--- src/rtl/shift_arbiter.sv ---
// Two requesters share one barrel shifter via round-robin grant; result lands 2 edges after accept.
// A port with an undrained response is not granted; the other port proceeds unaffected.

module shifter #(
    parameter int OPERAND_WIDTH  = 16,
    parameter int SHAMT_WIDTH    = 4,
    parameter int NUM_OPERATIONS = 2
) (
    input  logic [OPERAND_WIDTH-1:0]  i_in,
    input  logic [SHAMT_WIDTH-1:0]    i_shamt,
    input  logic [NUM_OPERATIONS-1:0] i_oper,
    output logic [OPERAND_WIDTH-1:0]  o_out
);
    always_comb begin
        o_out = i_in;
        unique case (i_oper)
            // A right shift by the full width yields 0, so shamt=0 leaves the operand intact.
            2'b00:   o_out = (i_in << i_shamt) | (i_in >> (OPERAND_WIDTH - int'(i_shamt)));
            2'b01:   o_out = i_in << i_shamt;
            2'b10:   o_out = $signed(i_in) >>> i_shamt;
            default: o_out = i_in >> i_shamt;
        endcase
    end
endmodule

module shift_arbiter #(
    parameter int OPERAND_WIDTH  = 16,
    parameter int SHAMT_WIDTH    = 4,
    parameter int NUM_OPERATIONS = 2
) (
    input  logic                      clk,
    input  logic                      rst_n,
    input  logic                      req0_valid,
    output logic                      req0_ready,
    input  logic [OPERAND_WIDTH-1:0]  req0_in,
    input  logic [SHAMT_WIDTH-1:0]    req0_shamt,
    input  logic [NUM_OPERATIONS-1:0] req0_oper,
    input  logic                      req1_valid,
    output logic                      req1_ready,
    input  logic [OPERAND_WIDTH-1:0]  req1_in,
    input  logic [SHAMT_WIDTH-1:0]    req1_shamt,
    input  logic [NUM_OPERATIONS-1:0] req1_oper,
    output logic                      resp0_valid,
    input  logic                      resp0_ready,
    output logic [OPERAND_WIDTH-1:0]  resp0_data,
    output logic                      resp1_valid,
    input  logic                      resp1_ready,
    output logic [OPERAND_WIDTH-1:0]  resp1_data,
    output logic                      busy
);
    logic                      r_stage_valid;
    logic                      r_stage_id;
    logic [OPERAND_WIDTH-1:0]  r_stage_in;
    logic [SHAMT_WIDTH-1:0]    r_stage_shamt;
    logic [NUM_OPERATIONS-1:0] r_stage_oper;
    logic                      r_last_grant;
    logic                      r_resp0_valid;
    logic                      r_resp1_valid;
    logic [OPERAND_WIDTH-1:0]  r_resp0_data;
    logic [OPERAND_WIDTH-1:0]  r_resp1_data;

    logic                      w_elig0;
    logic                      w_elig1;
    logic                      w_grant0;
    logic                      w_grant1;
    logic                      w_land0;
    logic                      w_land1;
    logic [OPERAND_WIDTH-1:0]  w_shift_out;

    // A port whose op sits in the stage is held off, so its response register
    // is guaranteed free (or draining) by the edge its result lands.
    assign w_elig0 = req0_valid & ~(r_stage_valid & ~r_stage_id) & (~r_resp0_valid | resp0_ready);
    assign w_elig1 = req1_valid & ~(r_stage_valid &  r_stage_id) & (~r_resp1_valid | resp1_ready);

    assign w_grant0 = w_elig0 & (~w_elig1 | r_last_grant);
    assign w_grant1 = w_elig1 & (~w_elig0 | ~r_last_grant);

    assign w_land0 = r_stage_valid & ~r_stage_id;
    assign w_land1 = r_stage_valid &  r_stage_id;

    shifter #(
        .OPERAND_WIDTH (OPERAND_WIDTH),
        .SHAMT_WIDTH   (SHAMT_WIDTH),
        .NUM_OPERATIONS(NUM_OPERATIONS)
    ) u_shifter (
        .i_in   (r_stage_in),
        .i_shamt(r_stage_shamt),
        .i_oper (r_stage_oper),
        .o_out  (w_shift_out)
    );

    always_ff @(posedge clk or negedge rst_n) begin
        if (!rst_n) begin
            r_stage_valid <= 1'b0;
            r_stage_id    <= 1'b0;
            r_stage_in    <= '0;
            r_stage_shamt <= '0;
            r_stage_oper  <= '0;
            r_last_grant  <= 1'b1;
        end else begin
            r_stage_valid <= w_grant0 | w_grant1;
            if (w_grant0) begin
                r_stage_in    <= req0_in;
                r_stage_shamt <= req0_shamt;
                r_stage_oper  <= req0_oper;
                r_stage_id    <= 1'b0;
                r_last_grant  <= 1'b0;
            end else if (w_grant1) begin
                r_stage_in    <= req1_in;
                r_stage_shamt <= req1_shamt;
                r_stage_oper  <= req1_oper;
                r_stage_id    <= 1'b1;
                r_last_grant  <= 1'b1;
            end
        end
    end

    // A landing result takes priority over a same-edge drain.
    always_ff @(posedge clk or negedge rst_n) begin
        if (!rst_n) begin
            r_resp0_valid <= 1'b0;
            r_resp1_valid <= 1'b0;
            r_resp0_data  <= '0;
            r_resp1_data  <= '0;
        end else begin
            if (w_land0) begin
                r_resp0_valid <= 1'b1;
                r_resp0_data  <= w_shift_out;
            end else if (r_resp0_valid & resp0_ready) begin
                r_resp0_valid <= 1'b0;
            end
            if (w_land1) begin
                r_resp1_valid <= 1'b1;
                r_resp1_data  <= w_shift_out;
            end else if (r_resp1_valid & resp1_ready) begin
                r_resp1_valid <= 1'b0;
            end
        end
    end

    assign req0_ready  = w_grant0;
    assign req1_ready  = w_grant1;
    assign resp0_valid = r_resp0_valid;
    assign resp1_valid = r_resp1_valid;
    assign resp0_data  = r_resp0_data;
    assign resp1_data  = r_resp1_data;
    assign busy        = r_stage_valid | r_resp0_valid | r_resp1_valid;
endmodule

--- config.mk ---
export PLATFORM = sky130hd
export DESIGN_NAME = shift_arbiter
export DESIGN_NICKNAME = d
export VERILOG_FILES = /design/src/rtl/shift_arbiter.sv
export SDC_FILE = /design/constraint.sdc
export NUM_CORES = 1
export LEC_CHECK = 0
export ABC_AREA = 1
export CAP_MARGIN = 10
export CORE_MARGIN = 2
export CORE_UTILIZATION = 40
export CTS_CLUSTER_DIAMETER = 80
export DETAILED_ROUTE_END_ITERATION = 10
export PLACE_DENSITY = 0.75
export SLEW_MARGIN = 25
export SYNTH_ARGS = -nofsm -noshare
export SYNTH_HDL_FRONTEND = slang
export SYNTH_SLANG_ARGS = --single-unit
--- constraint.sdc ---
create_clock -name clk -period 2.05 [get_ports clk]
set_clock_uncertainty 0.1 [all_clocks]
set_input_delay 0.615 -clock clk [delete_from_list [all_inputs] [get_ports clk]]
set_output_delay 0.615 -clock clk [all_outputs]
set_load 0.005 [all_outputs]
-- Yosys cells after proc, flatten, opt, wreduce, memory -nomap -nowiden
Cells that the tools add are included.
- bits in latches: 0
- output and inout port bits: 37
- ROM bits: 0
- bits in writable memories: 0
- logic and storage cells: 60
- memories: 0
- register bits: 59
- equal/unequal tests: 2
- add/sub/neg operators: 1
- mux-type cells: 13
- magnitude comparators: 0
- multipliers: 0
- reductions and logical operators: 4
- bitwise logic cells: 26
- shift operators: 4
- div/mod/pow operators: 0
- operators with widths (kind ; count):
    16-bit one-hot mux with 3 select lines ; 1
    16-bit 2-to-1 mux ; 2
    16-bit by 32-bit >> shifter with 16-bit output ; 1
    16-bit OR ; 1
    16-bit by 4-bit left shift with 16-bit output ; 1
    16-bit by 4-bit >> shifter with 16-bit output ; 1
    16-bit by 4-bit >>> shifter with 16-bit output ; 1
    1-bit bitwise AND ; 10
    4-bit 2-to-1 mux ; 2
    1-bit inverter ; 8
    1-bit OR ; 7
    1-bit 2-to-1 mux ; 6
    2-bit nonzero test ; 3
    5-bit by 4-bit subtractor with 6-bit output (first input constant) ; 1
    2-bit 2-to-1 mux ; 2
    2-bit by 1-bit == test with 1-bit output (second input constant) ; 1
    2-bit == test (second input constant) ; 1
    2-bit logical NOT ; 1

-- Depth between registers and ports, before layout
- depth in word-level cells: 10
- mapped depth: 16

-- Hierarchy
A second synthesis with hierarchy kept.
- cell total of the unflattened synthesis: 823
- area total of the unflattened synthesis: 5077.4 µm²
- by module, submodules not included (module ; times used ; cells each ; area each (µm²)):
    shift_arbiter ; 1 ; 344 ; 2815.2
    shifter ; 1 ; 479 ; 2262.2

-- Worst setup path after synthesis
Ideal clock, no wire load.
- path kind: reg2reg
- start point: register r_stage_shamt[1]
- end point: register r_resp0_data[10] (netlist: resp0_data[10])
- path buffers: 2
- setup time: 117 ps
- slack: 26 ps
- stages on the path, launching flop included: 14
- arrival time: 1808 ps
- period minus slack after synthesis: 2024 ps
- cell sequence: dfrtp_1 > inv_2 > buf_2 > ha_1 > buf_2 > nand3_1 > o21ai_1 > nand2_1 > nand2_1 > nor2_1 > nor2_1 > nand3_1 > nand2_1 > nand2_1
- word-level cells in the longest chain between the ends: 4
- elaborated cells between the ends (all ways): 7
- classes of those cells: 1 x add/sub; 4 x shift; 1 x mux; 1 x bitwise
- RTL lines (element ; line ; source):
    start, declared ; 54 ; logic [SHAMT_WIDTH-1:0] r_stage_shamt;
    start signal, assigned ; 104 ; r_stage_shamt <= req0_shamt;
    start signal, assigned ; 110 ; r_stage_shamt <= req1_shamt;
    5-bit by 4-bit subtractor with 6-bit output ; 18 ; 2'b00: o_out = (i_in << i_shamt) | (i_in >> (OPERAND_WIDTH - int'(i_shamt)));
    16-bit by 32-bit >> shifter with 16-bit output ; 18 ;
    16-bit OR ; 18 ;
    16-bit one-hot mux with 3 select lines (*) ; 16 ; unique case (i_oper)
    end signal, assigned ; 128 ; r_resp0_data <= w_shift_out;
    end, declared ; 59 ; logic [OPERAND_WIDTH-1:0] r_resp0_data;
Mark *: on every way between the ends. The rest lies on a longest branch, timed or not.
A chain may end at the register's enable or synchronous reset.

-- Worst setup path after layout
- start point: register r_stage_id
- end point: output req0_ready
- word-level cells in the longest chain between the ends: 7
- elaborated cells between the ends (all ways): 12
- classes of those cells: 12 x bitwise
- RTL lines (element ; line ; source):
    start, declared ; 52 ; logic r_stage_id;
    start signal, assigned ; 95 ; r_stage_id <= 1'b0;
    start signal, assigned ; 106 ; r_stage_id <= 1'b0;
    start signal, assigned ; 112 ; r_stage_id <= 1'b1;
    1-bit bitwise AND ; 73 ; assign w_elig1 = req1_valid & ~(r_stage_valid & r_stage_id) & (~r_resp1_valid | resp1_ready);
    1-bit inverter ; 73 ;
    1-bit bitwise AND (2 in a row) ; 73 ;
    1-bit inverter ; 75 ; assign w_grant0 = w_elig0 & (~w_elig1 | r_last_grant);
    1-bit OR ; 75 ;
    1-bit bitwise AND (*) ; 75 ;
    end, declared ; 34 ; output logic req0_ready,
Marked as above.

==> out/summary.md <==
## Run status
* complete, but fails checks — outcome
* negative setup slack — violations in the final reports

## Floorplanning
* 0.0128 sq mm — Die Area
* 39 — Site Rows
* 113 um — height of the die
* 0.0115 sq mm — Core Region
* 41.5% — initial core utilization
* 113 um — Die Width
* 87 — # IOs

## Placement
* 1.00 — weighted congestion at the end of routability-driven global placement
* 86 — Port-buffer cells
* 12100 um — HPWL reported at the end of detailed placement
* -0.739 ns — post-placement setup slack

## Synth
* 30.4% — fraction of post-synthesis cell area in the top cell type by area
* 0 — number of synthesized flops with an enable pin
* 30.9% — part of the Yosys area used for sequential elements
* 12.8% — post-synthesis compound-gate area fraction
* 0% — synthesized-area fraction occupied by xor and xnor cells
* 0.00478 sq mm — Synth Cell Area
* 0.262% — adder and majority cell fraction of the synthesized area
* 0% — fraction of synthesized area in multiplexers
* 47.0% — simple-gate share of the synthesized area
* simple AND/OR/NAND/NOR gates — combinational family with the most area after synthesis
* 803 — nets in the synthesized netlist
* 6.35 sq um — Avg Cell Area, Syn
* sky130_fd_sc_hd__dfrtp_1 — predominant post-synthesis flop cell
* 0 — total number of yosys warnings
* 752 — synthesized instance count
* 100% — fraction of synthesis flops using an asynchronous set or reset pin
* sky130_fd_sc_hd__dfrtp_1 30%, sky130_fd_sc_hd__nand2_1 22%, sky130_fd_sc_hd__nand3_1 14%, sky130_fd_sc_hd__a21oi_1 3.7%, sky130_fd_sc_hd__nor2_1 3.3% — cells taking the most area after synthesis
* 38 — count of cell types in the netlist
* 59 — count of state elements after synthesis
* sky130_fd_sc_hd__dfrtp_1 — library cell occupying the most area in the post-synthesis netlist

## Drt
* 0 — final antenna-violating net count
* 5854 — total number of vias
* 5 — DR pass1 iterations
* 5.63 — vias per inst
* 734 — starting DRC count in detailed routing
* 17000 um — final WL
* 16.4 um — WL per Instance
* 0 — Residual DRC

## Clock tree
* 9 — Num CTS Buffers
* 0.34 ns — worst skew pair latency
* 0 — number of buffers inserted by hold repair at cts
* sky130_fd_sc_hd__clkbuf_16 — clock tree root buffer cell
* 0.06 ns — clock-pin slew reported for the worst setup and hold paths after clock tree synthesis
* 59 — sinks on the clock net
* 3 — CTS HTree Levels
* 2 — worst-case clock buffer depth
* yes — TritonCTS clock tree

## Hold path
* input port to async pin — type of the most critical hold path

## STA
* 0 — count of endpoints failing hold in the final timing report
* yes — RSZ-0062 raised after global routing
* 2.14 ns — time the final worst path needs with I/O delays and setup
* 2 — setup-violating endpoint count in the final report
* 105% — share of the clock period used by the worst path after layout
* 0.467 GHz — top achievable clock speed
* -0.0926 ns — slack of the critical path
* 0 — Max Transition Viols Final
* 0.534 ns — worst slew pin tran
* 64.3% — Slew Limit Headroom

## Worst setup path
* register to output port — startpoint-to-endpoint class of the critical path
* 3 — worst-path fanout max
* 1.33 ns — data required time at the worst endpoint
* output port — CP endpoint kind
* register — CP Launch Type
* 1.43 ns — data arrival time at the worst-slack endpoint

## Layout
* 247 x sky130_fd_sc_hd__nand2_1, 116 x sky130_fd_sc_hd__nand3_1, 78 x sky130_fd_sc_hd__clkdlybuf4s50_1 — commonest cells after routing, fill and taps aside
* 44.7% — Area Growth Syn to Fin
* 60.0% — utilization after layout
* 24.4% — fraction of final layout cells sized beyond drive strength 1
* 942 — final-stage net count
* sky130_fd_sc_hd__nand2_1 — most frequent standard cell in the layout excluding fill and tap cells
* 0 — number of antenna cells inserted
* 1044 — fillcell total

## GRT
* 26.0% — total routing resource utilization after global routing
* 40 — pin count of the biggest net entering global routing
* 26600 um — wire length of the first global-routing pass
* 0 — number of antenna violations at the first check in global routing
* 5327 — vias in the first global route
* 0 — remaining global-route overflow

## Power
* 2190 mW/mm^2 — pwr dens
* 1.28 mV — Peak supply drop
* 3.41 nW — total leakage power

## Run
* 0 — total of max-cap violations

-- critical path, cell delays in order, from the launching register on --
cell and delay [ns]:
sky130_fd_sc_hd__dfrtp_2 0.43, sky130_fd_sc_hd__buf_6 0.13, sky130_fd_sc_hd__nor2_4 0.10, sky130_fd_sc_hd__inv_2 0.06, sky130_fd_sc_hd__nand3_4 0.09, sky130_fd_sc_hd__inv_2 0.05, sky130_fd_sc_hd__nand2_2 0.07, sky130_fd_sc_hd__inv_2 0.04
sky130_fd_sc_hd__buf_2 0.11
-- where the power goes --
group / switching [mW] / internal, mW / total, mW
registers: 0.551 / 1.73 / 2.28
logic: 6.71 / 4.61 / 11.3
clock network: 0.564 / 0.972 / 1.54
-- registers in the layout (all words and copies together), names as in the netlist --
register and count:
r_last_grant 1, resp1_data 16, r_stage_in 16, resp1_valid 1
r_stage_id 1, resp0_data 16, resp0_valid 1, r_stage_valid 1
r_stage_oper 2, r_stage_shamt 4
-- metrics by stage --
stage	power [mW]	hold slack, ns	cell area [sq um]	cells	TNS (ns)
after detailed placement	11.7	0.366	6040	1003	-6.88
final	15.1	0.108	6910	1039	-0.154
after floorplan	8.35	0.219	4780	752	0
after global placement	11.6	0.365	6040	1003	-5.50
after global routing	16.3	0.139	6910	1039	-0.523
after CTS	13.4	0.119	6440	1027	-0.224
-- area by class of cell --
| cell class | instances | area [sq um] | area share [%] |
|---|---|---|---|
| clock buffers | 10 | 239 | 3.46 |
| clock inverters | 6 | 63.8 | 0.923 |
| inverters | 35 | 144 | 2.08 |
| multi-input cells | 616 | 3190 | 46.1 |
| flip-flops and latches | 59 | 1480 | 21.4 |
| well taps | 143 | 179 | 2.59 |
| repair buffers | 170 | 1620 | 23.4 |
-- cells in the mapped netlist, types with 8 or more instances --
master	instances
sky130_fd_sc_hd__o21ai_1	26
sky130_fd_sc_hd__o21ai_0	24
sky130_fd_sc_hd__nand3_1	136
sky130_fd_sc_hd__o211ai_1	16
sky130_fd_sc_hd__dfrtp_1	58
sky130_fd_sc_hd__clkbuf_1	8
sky130_fd_sc_hd__inv_2	8
sky130_fd_sc_hd__buf_2	18
sky130_fd_sc_hd__a21oi_1	35
sky130_fd_sc_hd__inv_1	24
sky130_fd_sc_hd__nand2_1	281
sky130_fd_sc_hd__nor2_1	42
sky130_fd_sc_hd__nand2_2	10
-- worst paths after layout --
kind | from | end | slack [ns] | cells after the start
worst max-delay path | r_stage_id | req0_ready | -0.09 | 8
worst min-delay path | rst_n | r_stage_in[4] | 0.11 | 1
worst max register to register | r_stage_shamt[0] | resp1_data[7] | 0.03 | 13
worst min register to register | resp0_data[9] | resp0_data[9] | 0.38 | 2
max in group asynchronous | rst_n | resp1_data[1] | 1.20 | 2
min in group clk | resp0_data[9] | resp0_data[9] | 0.38 | 2
-- timing repair --
action                                  in CTS  in global routing
gates resized for setup                     34                 97
pin swaps                                   11                 32
endpoints found under the setup margin      31                 57
gates cloned                                 0                  4
buffers inserted                             9                 10
-- per-layer routing --
metal	wire length, um	global-route usage (%)	up-vias
li1	-	-	2790
met1	7040	36.2	2696
met2	7990	41.6	318
met3	1440	3.37	50
met4	543	8.94	0
met5	0	0	-
-- logic make-up (layout without fill, tap and decap cells) --
logic type | count (synthesis) | in the layout
AO/OA/AOI/OAI | 111 | 111
adder cells (fa/ha/maj) | 1 | 1
buffers and inverters | 78 | 221
flip-flops | 59 | 59
AND/OR/NAND/NOR | 503 | 504
(Power assumes the default switching activity.)
